--- config.mk ---
export PLATFORM = sky130hd
export DESIGN_NAME = decode_stage
export DESIGN_NICKNAME = d
export VERILOG_FILES = /design/src/rtl/decode_stage.sv
export SDC_FILE = /design/constraint.sdc
export NUM_CORES = 1
export LEC_CHECK = 0
export ABC_AREA = 1
export ABC_CLOCK_PERIOD_IN_PS = 9900
export CAP_MARGIN = 15
export CORE_ASPECT_RATIO = 1.5
export CORE_UTILIZATION = 65
export DETAILED_ROUTE_END_ITERATION = 7
export DONT_BUFFER_PORTS = 1
export PLACE_DENSITY = 0.8
export SLEW_MARGIN = 30
export SYNTH_ARGS = -nofsm -noshare
export SYNTH_HDL_FRONTEND = slang
export SYNTH_SLANG_ARGS = --single-unit
--- constraint.sdc ---
create_clock -name clk -period 9.9 [get_ports clk]
set_input_delay 1.98 -clock clk [delete_from_list [all_inputs] [get_ports clk]]
set_output_delay 1.98 -clock clk [all_outputs]
set_load 0.01 [all_outputs]
--- src/rtl/decode_stage.sv ---
// decode_stage: pipelined RV32I decoder between fetch and execute.
//   A BUF_DEPTH-entry FIFO absorbs fetch bursts. The FIFO head is decoded
//   combinationally and captured in a registered output stage that uses a
//   valid/ready handshake. Flush discards everything buffered or registered.
//   Optional macro M_EXT_EN adds RV32M decode (out_signal grows to 45 bits).
// Ports:
//   clk, rst_n                       clock, synchronous active-low reset
//   in_valid/in_ready/in_instr/in_pc fetch side (push when valid && ready)
//   flush                            drop all in-flight instructions
//   out_valid/out_ready              execute side handshake
//   out_pc, out_opcode               PC and opcode of the decoded instruction
//   out_rs1/out_rs2/out_rd           register indices, 0 when unused
//   out_rs1_valid/out_rs2_valid      register reads required
//   out_imm                          sign-extended immediate
//   out_signal                       one-hot instruction vector
//   out_illegal                      no out_signal bit set
module decode_stage #(
  parameter int BUF_DEPTH = 2,
  parameter int PC_WIDTH  = 32,
`ifdef M_EXT_EN
  localparam int SIG_W    = 45
`else
  localparam int SIG_W    = 37
`endif
) (
  input  logic                clk,
  input  logic                rst_n,
  input  logic                in_valid,
  output logic                in_ready,
  input  logic [31:0]         in_instr,
  input  logic [PC_WIDTH-1:0] in_pc,
  input  logic                flush,
  output logic                out_valid,
  input  logic                out_ready,
  output logic [PC_WIDTH-1:0] out_pc,
  output logic [6:0]          out_opcode,
  output logic [4:0]          out_rs1,
  output logic [4:0]          out_rs2,
  output logic [4:0]          out_rd,
  output logic                out_rs1_valid,
  output logic                out_rs2_valid,
  output logic [31:0]         out_imm,
  output logic [SIG_W-1:0]    out_signal,
  output logic                out_illegal
);

  localparam int AW = (BUF_DEPTH > 1) ? $clog2(BUF_DEPTH) : 1;
  localparam int CW = AW + 1;
  localparam logic [CW-1:0] DEPTH_C = CW'(BUF_DEPTH);

  logic [31:0]         instr_mem [BUF_DEPTH];
  logic [PC_WIDTH-1:0] pc_mem    [BUF_DEPTH];
  logic [AW-1:0]       wr_ptr;
  logic [AW-1:0]       rd_ptr;
  logic [CW-1:0]       count;
  logic                nonempty;
  logic                load;
  logic                push;
  logic                pop;

  assign in_ready = (count != DEPTH_C);
  assign nonempty = (count != '0);
  assign load     = nonempty && (!out_valid || out_ready);
  assign push     = in_valid && in_ready && !flush;
  assign pop      = load && !flush;

  // ---- stage p0: FIFO write / pointer bookkeeping ----
  always_ff @(posedge clk) begin
    if (!rst_n) begin
      wr_ptr <= '0;
      rd_ptr <= '0;
      count  <= '0;
    end else if (flush) begin
      wr_ptr <= '0;
      rd_ptr <= '0;
      count  <= '0;
    end else begin
      if (push) wr_ptr <= wr_ptr + AW'(1);
      if (pop)  rd_ptr <= rd_ptr + AW'(1);
      count <= count + CW'(push) - CW'(pop);
    end
  end

  always_ff @(posedge clk) begin
    if (push) begin
      instr_mem[wr_ptr] <= in_instr;
      pc_mem[wr_ptr]    <= in_pc;
    end
  end

  // ---- stage p0: combinational decode of the FIFO head ----
  logic [31:0]         instr_p0;
  logic [PC_WIDTH-1:0] pc_p0;
  logic [6:0]          opc_p0;
  logic [2:0]          f3_p0;
  logic [6:0]          f7_p0;
  logic [SIG_W-1:0]    sig_p0;
  logic                illegal_p0;
  logic                is_r, is_i, is_s, is_b, is_u, is_j;
  logic                rs1_vld_p0, rs2_vld_p0, rd_used_p0;
  logic signed [31:0]  imm_p0;

  assign instr_p0 = instr_mem[rd_ptr];
  assign pc_p0    = pc_mem[rd_ptr];
  assign opc_p0   = instr_p0[6:0];
  assign f3_p0    = instr_p0[14:12];
  assign f7_p0    = instr_p0[31:25];

  always_comb begin
    sig_p0 = '0;
    case (opc_p0)
      7'b0110011: begin
        if (f7_p0 == 7'b0000000) begin
          case (f3_p0)
            3'd0: sig_p0[0] = 1'b1;
            3'd1: sig_p0[5] = 1'b1;
            3'd2: sig_p0[8] = 1'b1;
            3'd3: sig_p0[9] = 1'b1;
            3'd4: sig_p0[2] = 1'b1;
            3'd5: sig_p0[6] = 1'b1;
            3'd6: sig_p0[3] = 1'b1;
            default: sig_p0[4] = 1'b1;
          endcase
        end else if (f7_p0 == 7'b0100000) begin
          if (f3_p0 == 3'd0) sig_p0[1] = 1'b1;
          if (f3_p0 == 3'd5) sig_p0[7] = 1'b1;
`ifdef M_EXT_EN
        end else if (f7_p0 == 7'b0000001) begin
          // mul..remu occupy bits 37..44 in funct3 order
          sig_p0[44:37] = 8'b1 << f3_p0;
`endif
        end
      end
      7'b0010011: begin
        case (f3_p0)
          3'd0: sig_p0[10] = 1'b1;
          3'd1: sig_p0[14] = (f7_p0 == 7'b0000000);
          3'd2: sig_p0[17] = 1'b1;
          3'd3: sig_p0[18] = 1'b1;
          3'd4: sig_p0[11] = 1'b1;
          3'd5: begin
            sig_p0[15] = (f7_p0 == 7'b0000000);
            sig_p0[16] = (f7_p0 == 7'b0100000);
          end
          3'd6: sig_p0[12] = 1'b1;
          default: sig_p0[13] = 1'b1;
        endcase
      end
      7'b0000011: begin
        case (f3_p0)
          3'd0: sig_p0[19] = 1'b1;
          3'd1: sig_p0[20] = 1'b1;
          3'd2: sig_p0[21] = 1'b1;
          3'd4: sig_p0[22] = 1'b1;
          3'd5: sig_p0[23] = 1'b1;
          default: ;
        endcase
      end
      7'b0100011: begin
        case (f3_p0)
          3'd0: sig_p0[24] = 1'b1;
          3'd1: sig_p0[25] = 1'b1;
          3'd2: sig_p0[26] = 1'b1;
          default: ;
        endcase
      end
      7'b1100011: begin
        case (f3_p0)
          3'd0: sig_p0[27] = 1'b1;
          3'd1: sig_p0[28] = 1'b1;
          3'd4: sig_p0[29] = 1'b1;
          3'd5: sig_p0[30] = 1'b1;
          3'd6: sig_p0[31] = 1'b1;
          3'd7: sig_p0[32] = 1'b1;
          default: ;
        endcase
      end
      7'b1101111: sig_p0[33] = 1'b1;
      7'b1100111: sig_p0[34] = (f3_p0 == 3'd0);
      7'b0110111: sig_p0[35] = 1'b1;
      7'b0010111: sig_p0[36] = 1'b1;
      default: ;
    endcase
  end

  assign illegal_p0 = ~|sig_p0;
  assign is_r = (opc_p0 == 7'b0110011);
  assign is_i = (opc_p0 == 7'b0000011) || (opc_p0 == 7'b0010011) || (opc_p0 == 7'b1100111);
  assign is_s = (opc_p0 == 7'b0100011);
  assign is_b = (opc_p0 == 7'b1100011);
  assign is_u = (opc_p0 == 7'b0110111) || (opc_p0 == 7'b0010111);
  assign is_j = (opc_p0 == 7'b1101111);

  // Illegal encodings carry no operand or immediate information downstream.
  assign rd_used_p0 = !illegal_p0 && (is_r || is_i || is_u || is_j);
  assign rs1_vld_p0 = !illegal_p0 && (is_r || is_i || is_s || is_b);
  assign rs2_vld_p0 = !illegal_p0 && (is_r || is_s || is_b);

  always_comb begin
    imm_p0 = '0;
    if (!illegal_p0) begin
      if (is_i)      imm_p0 = $signed({{20{instr_p0[31]}}, instr_p0[31:20]});
      else if (is_s) imm_p0 = $signed({{20{instr_p0[31]}}, instr_p0[31:25], instr_p0[11:7]});
      else if (is_b) imm_p0 = $signed({{19{instr_p0[31]}}, instr_p0[31], instr_p0[7],
                                       instr_p0[30:25], instr_p0[11:8], 1'b0});
      else if (is_j) imm_p0 = $signed({{11{instr_p0[31]}}, instr_p0[31], instr_p0[19:12],
                                       instr_p0[20], instr_p0[30:21], 1'b0});
      else if (is_u) imm_p0 = $signed({instr_p0[31:12], 12'h000});
    end
  end

  // ---- stage p1: registered output with handshake ----
  always_ff @(posedge clk) begin
    if (!rst_n) begin
      out_valid     <= 1'b0;
      out_pc        <= '0;
      out_opcode    <= '0;
      out_rs1       <= '0;
      out_rs2       <= '0;
      out_rd        <= '0;
      out_rs1_valid <= 1'b0;
      out_rs2_valid <= 1'b0;
      out_imm       <= '0;
      out_signal    <= '0;
      out_illegal   <= 1'b0;
    end else if (flush) begin
      out_valid <= 1'b0;
    end else if (load) begin
      out_valid     <= 1'b1;
      out_pc        <= pc_p0;
      out_opcode    <= opc_p0;
      out_rs1       <= rs1_vld_p0 ? instr_p0[19:15] : 5'd0;
      out_rs2       <= rs2_vld_p0 ? instr_p0[24:20] : 5'd0;
      out_rd        <= rd_used_p0 ? instr_p0[11:7] : 5'd0;
      out_rs1_valid <= rs1_vld_p0;
      out_rs2_valid <= rs2_vld_p0;
      out_imm       <= imm_p0;
      out_signal    <= sig_p0;
      out_illegal   <= illegal_p0;
    end else if (out_ready) begin
      // accepted with nothing buffered behind it
      out_valid <= 1'b0;
    end
  end

endmodule

==> impl_metrics.yaml, run 1 <==
status:
  status: "complete, no violations"
floorplanning:
  core_sq_um: 15600
  ios: 197
  fp.dieH_um: 157
  rows: 56
  die_area_sq_um: 16500
  start_util_pct: 66.6
  die_w_um: 105
sta:
  fmax_ghz: 0.252
  setup_viol: 0
  hold_viol_final: 0
  tightestPinTransition_ps: 911
  rsz0062_at_grt: "no"
  setup_tns_ps: 0
  min_period_ps: 3970
  fin_crit_sh_pct: 40.1
  fin_ws_ps: 5930
  finClkSkew_ps: 12.7
  maxSlewViolCount: 0
  slew_headroom_pct: 39.1
logic_synthesis:
  yosys-top-cells-count: "nand2_1, dfxtp_1, edfxtp_1"
  synth_cell_types: 30
  post-synth-top-count-cell: "nand2_1"
  synth_area_leaders: "edfxtp_1, dfxtp_1, nand2_1, a21oi_1, o21ai_0"
  syn_nets: 1196
  synth_seq_cells: 260
  syn_inst: 1125
  yosys_warnings: 0
  netlist_area_sq_um: 10400
  synthFlopType: "dfxtp_1"
  synthArstFlopShare_pct: 0
  syn-mean-instance-area_sq_um: 9.26
  yosys.area.top_type_share_pct: 36.9
  synth_edf_count: 128
  yosys.area.top_type: "edfxtp_1"
  synth-seq-area-share_pct: 62.3
drt:
  wl_per_cell_um: 16.9
  vias: 7465
  drc_errors: 0
  wl_mm: 22.2
  drt_iter0_drc: 547
  vias_per_cell: 5.69
  ant_nets: 0
  drtPass1Iterations: 5
setup_path:
  worstPathMaxFanout: 86
  critical_path_class: "in -> reg"
  rrSetupSlack_ps: 6250
  slowest_delay_ps: 740
  slowest_stage: "buf_4"
  endpoint_kind: "register"
  cpMostUsedCell: "buf_4"
  required_ps: 10330
  worst-endpoint-arrival_ps: 4410
  start_kind: "primary input"
  crit_chain: "nor3_2, buf_4, buf_4, nand2_1, inv_2, nand3_1, a21oi_1"
power_and_ir_drop:
  leakage_nw: 4.18
  ir_worst_vdd_mv: 0.164
  power_density_nw_per_um2: 192
placement:
  dp_hpwl_mm: 14.8
  post-place-ws_ps: 5480
  port_buffers: 0
  gp_congestion: 0.883
final_layout:
  drive_above_1_share_pct: 6.76
  diodes: 0
  fin_nets: 1162
  area_growth_pct: 6.87
  fillers: 1177
clocking:
  cts-root-buf: "clkbuf_16"
  cts.clk_slew.worst_paths_ps: 70
  cts_buffers: 24
  cts_setup_buffers: 0
  cts.sinks: 260
  clk_path_buf_depth: 3
  ctsHtreeMaxLevel: 1
  clkLatencyLatePin_ps: 510
  ctsHoldBuffers: 0
  cts_resized: 0
  cts_tree: "done"
job:
  maxCapViolations: 0
global_routing:
  grt_max_degree: 87
  grt_pass1_wl_mm: 35.0
  grt_pass1_vias: 7116
  antenna_found_initial: 1
  grt_use_total_pct: 26.8
  grt-ovfl-total: 0
hold_path:
  hp-class: "reg -> reg"
metal layers:
layer / vias up / share of wire (%) / track usage, %
li1: 3702 / - / -
met1: 3395 / 37 / 29.9
met2: 305 / 50 / 47.0
met3: 61 / 9.1 / 7.41
met4: 2 / 4.1 / 13.5
met5: - / 0.059 / 0
where the power goes:
| group | internal [W] | switching (W) |
|---|---|---|
| clock | 0.000497 | 0.000375 |
| combinational | 0.0000216 | 0.0000635 |
| sequential | 0.00116 | 0.0000217 |
| total | 0.00168 | 0.000460 |
cell type report:
cell class              instances  area (sq um)  share of cell area [%]
multi-input cells             735          3350                    30.1
clock buffers                  33           666                    5.98
repair buffers                  7          52.6                   0.472
clock inverters                11          82.6                   0.742
inverters                      63           238                    2.14
flip-flops and latches        260          6490                    58.3
well taps                     203           254                    2.28
flip-flops by register name, indices dropped and copies added, names as in the netlist, named ones only:
name / flops
out_rs1_valid: 1
wr_ptr: 1
out_imm: 32
out_opcode: 7
out_rd: 5
out_valid: 1
out_signal: 37
pc_mem: 64
out_pc: 32
out_rs2_valid: 1
out_illegal: 1
out_rs2: 5
out_rs1: 5
count: 2
instr_mem: 64
rd_ptr: 1
per-stage QoR:
step                cell area, sq um  utilization [%]  hold slack (ps)  instances  power, W
floorplan                      10400                -              459       1125   0.00127
global placement               10400             66.4              498       1268   0.00129
detailed placement             10400             66.4              501       1268   0.00129
CTS                            11100             71.2              511       1312   0.00215
global route                   11100             71.2              522       1312   0.00220
finish                         11100             71.2              508       1312   0.00214
cell families after synthesis:
group,after synthesis,synth area share [%]
muxes,3,0.288
and+or+nand+nor,493,19.5
AOI/OAI and AO/OA,236,11.9
adders and majority gates,2,0.240
xor gates and xnor gates,1,0.0841
DFF,260,62.3
buffers and inverters,130,5.74
cells in the final DEF (no fill, tap or decap), types with 2 or more instances in the layout:
| master | instances |
|---|---|
| a21oi_1 | 105 |
| a31oi_1 | 32 |
| buf_4 | 7 |
| clkbuf_1 | 7 |
| clkbuf_16 | 25 |
| clkinv_1 | 6 |
| clkinv_2 | 2 |
| clkinvlp_4 | 2 |
| dfxtp_1 | 131 |
| edfxtp_1 | 128 |
| ha_1 | 2 |
| inv_1 | 54 |
| inv_2 | 7 |
| mux2i_1 | 3 |
| nand2_1 | 334 |
| nand2_2 | 10 |
| nand3_1 | 73 |
| nor2_1 | 60 |
| nor2_2 | 6 |
| nor2_4 | 6 |
| o21ai_0 | 95 |
final timing paths:
kind | start | to | cells after the start
min reg2reg | out_imm[7] | out_imm[7] | 2
min | out_imm[7] | out_imm[7] | 2
max reg2reg | register | out_imm[17] | 13
max | flush | out_imm[17] | 7
critical path: cells and delay by family:
kind / cells / cell delay (ps)
buffers and inverters: 3 / 1560
and+or+nand+nor: 3 / 630
AOI/OAI and AO/OA: 1 / 190
(Power assumes the default switching activity.)
==> run 2, diff against run 1 <==
Settings changed: ABC_CLOCK_PERIOD_IN_PS 9900 to 3600, CORE_UTILIZATION 65 to 57, PLACE_DENSITY 0.8 to 0.74.
Clock period 9.9 ns to 3.6 ns, I/O delays scaled along.
==> run 2 against run 1 <==
Register-to-register slack worse by 5700 ps. Critical path depth is 6 higher. Clock-buffer cell count is 4 lower. Final cell count is 1.4% higher. Power grew to 2.8 times the previous value. Via count is 0.64% lower. Worst setup slack worse by 5400 ps.
==> impl_metrics.yaml, run 2 (synthesized netlist as in run 1, its figures left out) <==
power_and_ir_drop:
  ir_worst_vdd_mv: 0.498
  leakage_nw: 4.25
  power_density_nw_per_um2: 537
  power.total_w: 0.00604
global_routing:
  grt_pass1_wl_mm: 35.9
  grt_max_degree: 168
  antenna_found_initial: 0
  grt_pass1_vias: 6973
  grt-ovfl-total: 0
  grt_use_total_pct: 24.2
clocking:
  cts_resized: 0
  ctsHoldBuffers: 0
  cts_buffers: 24
  clk_path_buf_depth: 3
  cts.clk_slew.worst_paths_ps: 60
  cts_setup_buffers: 0
  cts-root-buf: "clkbuf_16"
  cts_tree: "done"
  clkLatencyLatePin_ps: 520
  ctsHtreeMaxLevel: 1
  cts.sinks: 260
setup_path:
  critical_path_class: "reg -> reg"
  worstPathMaxFanout: 50
  worst-endpoint-arrival_ps: 3500
  r2r-end: "out_imm[15]"
  required_ps: 4030
  ff2ff_path_depth: 13
  endpoint_kind: "register"
  start_kind: "register"
  crit_path_end: "out_imm[15]"
  rrSetupSlack_ps: 530
final_layout:
  final_common_cell: "nand2_1"
  drive_above_1_share_pct: 7.45
  fillers: 1492
  fin_nets: 1167
  stdcell_count: 1331
  multiInputGateArea_sq_um: 3350
  mostFrequentLayoutCells: "nand2_1, dfxtp_1, edfxtp_1, a21oi_1, o21ai_0"
  diodes: 0
  fin_util_pct: 62.7
  area_growth_pct: 8.01
  seq_area_sq_um: 6490
  reg_top3: "instr_mem x64, pc_mem x64, out_signal x37"
floorplanning:
  fp.dieH_um: 168
  die_area_sq_um: 18800
  start_util_pct: 58.0
  ios: 197
  rows: 60
  die_w_um: 112
  core_sq_um: 17900
status:
  status: "complete, no violations"
drt:
  wl_per_cell_um: 17.2
  drtPass1Iterations: 6
  vias: 7417
  drc_errors: 0
  drt_iter0_drc: 540
  wl_mm: 22.9
  vias_per_cell: 5.57
  ant_nets: 0
placement:
  dp_hpwl_mm: 15.8
  placed_cells: 1287
  port_buffers: 0
  gp_congestion: 0.955
sta:
  maxSlewViolCount: 0
  fin_crit_sh_pct: 85.4
  holdWs_ps: 298
  rsz0062_at_grt: "no"
  tightestPinTransition_ps: 841
  setup_viol: 0
  slew_headroom_pct: 44.0
  min_period_ps: 3070
  finClkSkew_ps: 15.5
  hold_viol_final: 0
  setup_tns_ps: 0
  fmax_ghz: 0.325
job:
  maxCapViolations: 0
hold_path:
  hp-class: "in -> reg"
run 2: cell count changes in the layout (fill, tap and decap cells not counted), moves of 2 or more:
cell,delta
buf_4,+4
bufinv_16,+2
clkbuf_1,-4
clkinv_2,+4
run 2: layer usage:
layer | GRT usage, % | vias to the layer above | share of wire, %
met3 | 6.77 | 76 | 8.3
met4 | 13.7 | 0 | 5.7
met5 | 0 | - | 0
met2 | 41.6 | 289 | 49
met1 | 26.9 | 3344 | 37
li1 | - | 3708 | -
run 2: per-stage QoR:
step | setup WS (ps) | cell area (sq um)
after floorplan | -524 | 10400
after global placement | 681 | 10400
after detailed placement | 565 | 10400
after CTS | 544 | 11200
after global routing | 189 | 11200
final | 527 | 11200
run 2: critical path: stages (launching register included):
cell and delay, ps:
dfxtp_1 520, buf_4 430, nand2_1 100, nand2_1 110, nand2_2 100, nor2_4 410
nand2_1 170, nor2_1 170, nand2_1 100, nand3_1 110, nor2_2 60, nand2_4 380
nand3_1 140, a21oi_1 170
run 2: area by class of cell:
| class | instances | share of cell area (%) |
|---|---|---|
| clock inverters | 15 | 1.35 |
| inverters | 63 | 2.10 |
| repair buffers | 12 | 0.912 |
| multi-input cells | 735 | 29.8 |
| well taps | 217 | 2.41 |
| clock buffers | 29 | 5.78 |
| flip-flops and latches | 260 | 57.7 |
run 2: how the worst min path moves through the flow:
stage / from / cells after the start / to
2_1_floorplan: wr_ptr / 2 / wr_ptr
3_3_place_gp: out_opcode[0] / 2 / out_opcode[0]
3_5_place_dp: out_opcode[0] / 2 / out_opcode[0]
4_1_cts: in_instr[12] / 0 / instr_mem[1][12]
5_1_grt: in_instr[12] / 0 / instr_mem[1][12]
6_report: in_instr[12] / 0 / instr_mem[1][12]
run 2: power by group:
group          leakage, nW  total, W  switching (W)  internal [W]
sequential            2.24   0.00325      0.0000585       0.00319
combinational         1.61  0.000238       0.000177     0.0000618
clock                0.396   0.00255        0.00105       0.00150
total                 4.25   0.00604        0.00128       0.00476
==> run 3, diff against run 2 <==
Settings changed: CAP_MARGIN 15 to not set.
==> results of run 3 <==
No change in the layout: final DEF, timing and power equal those of run 2.
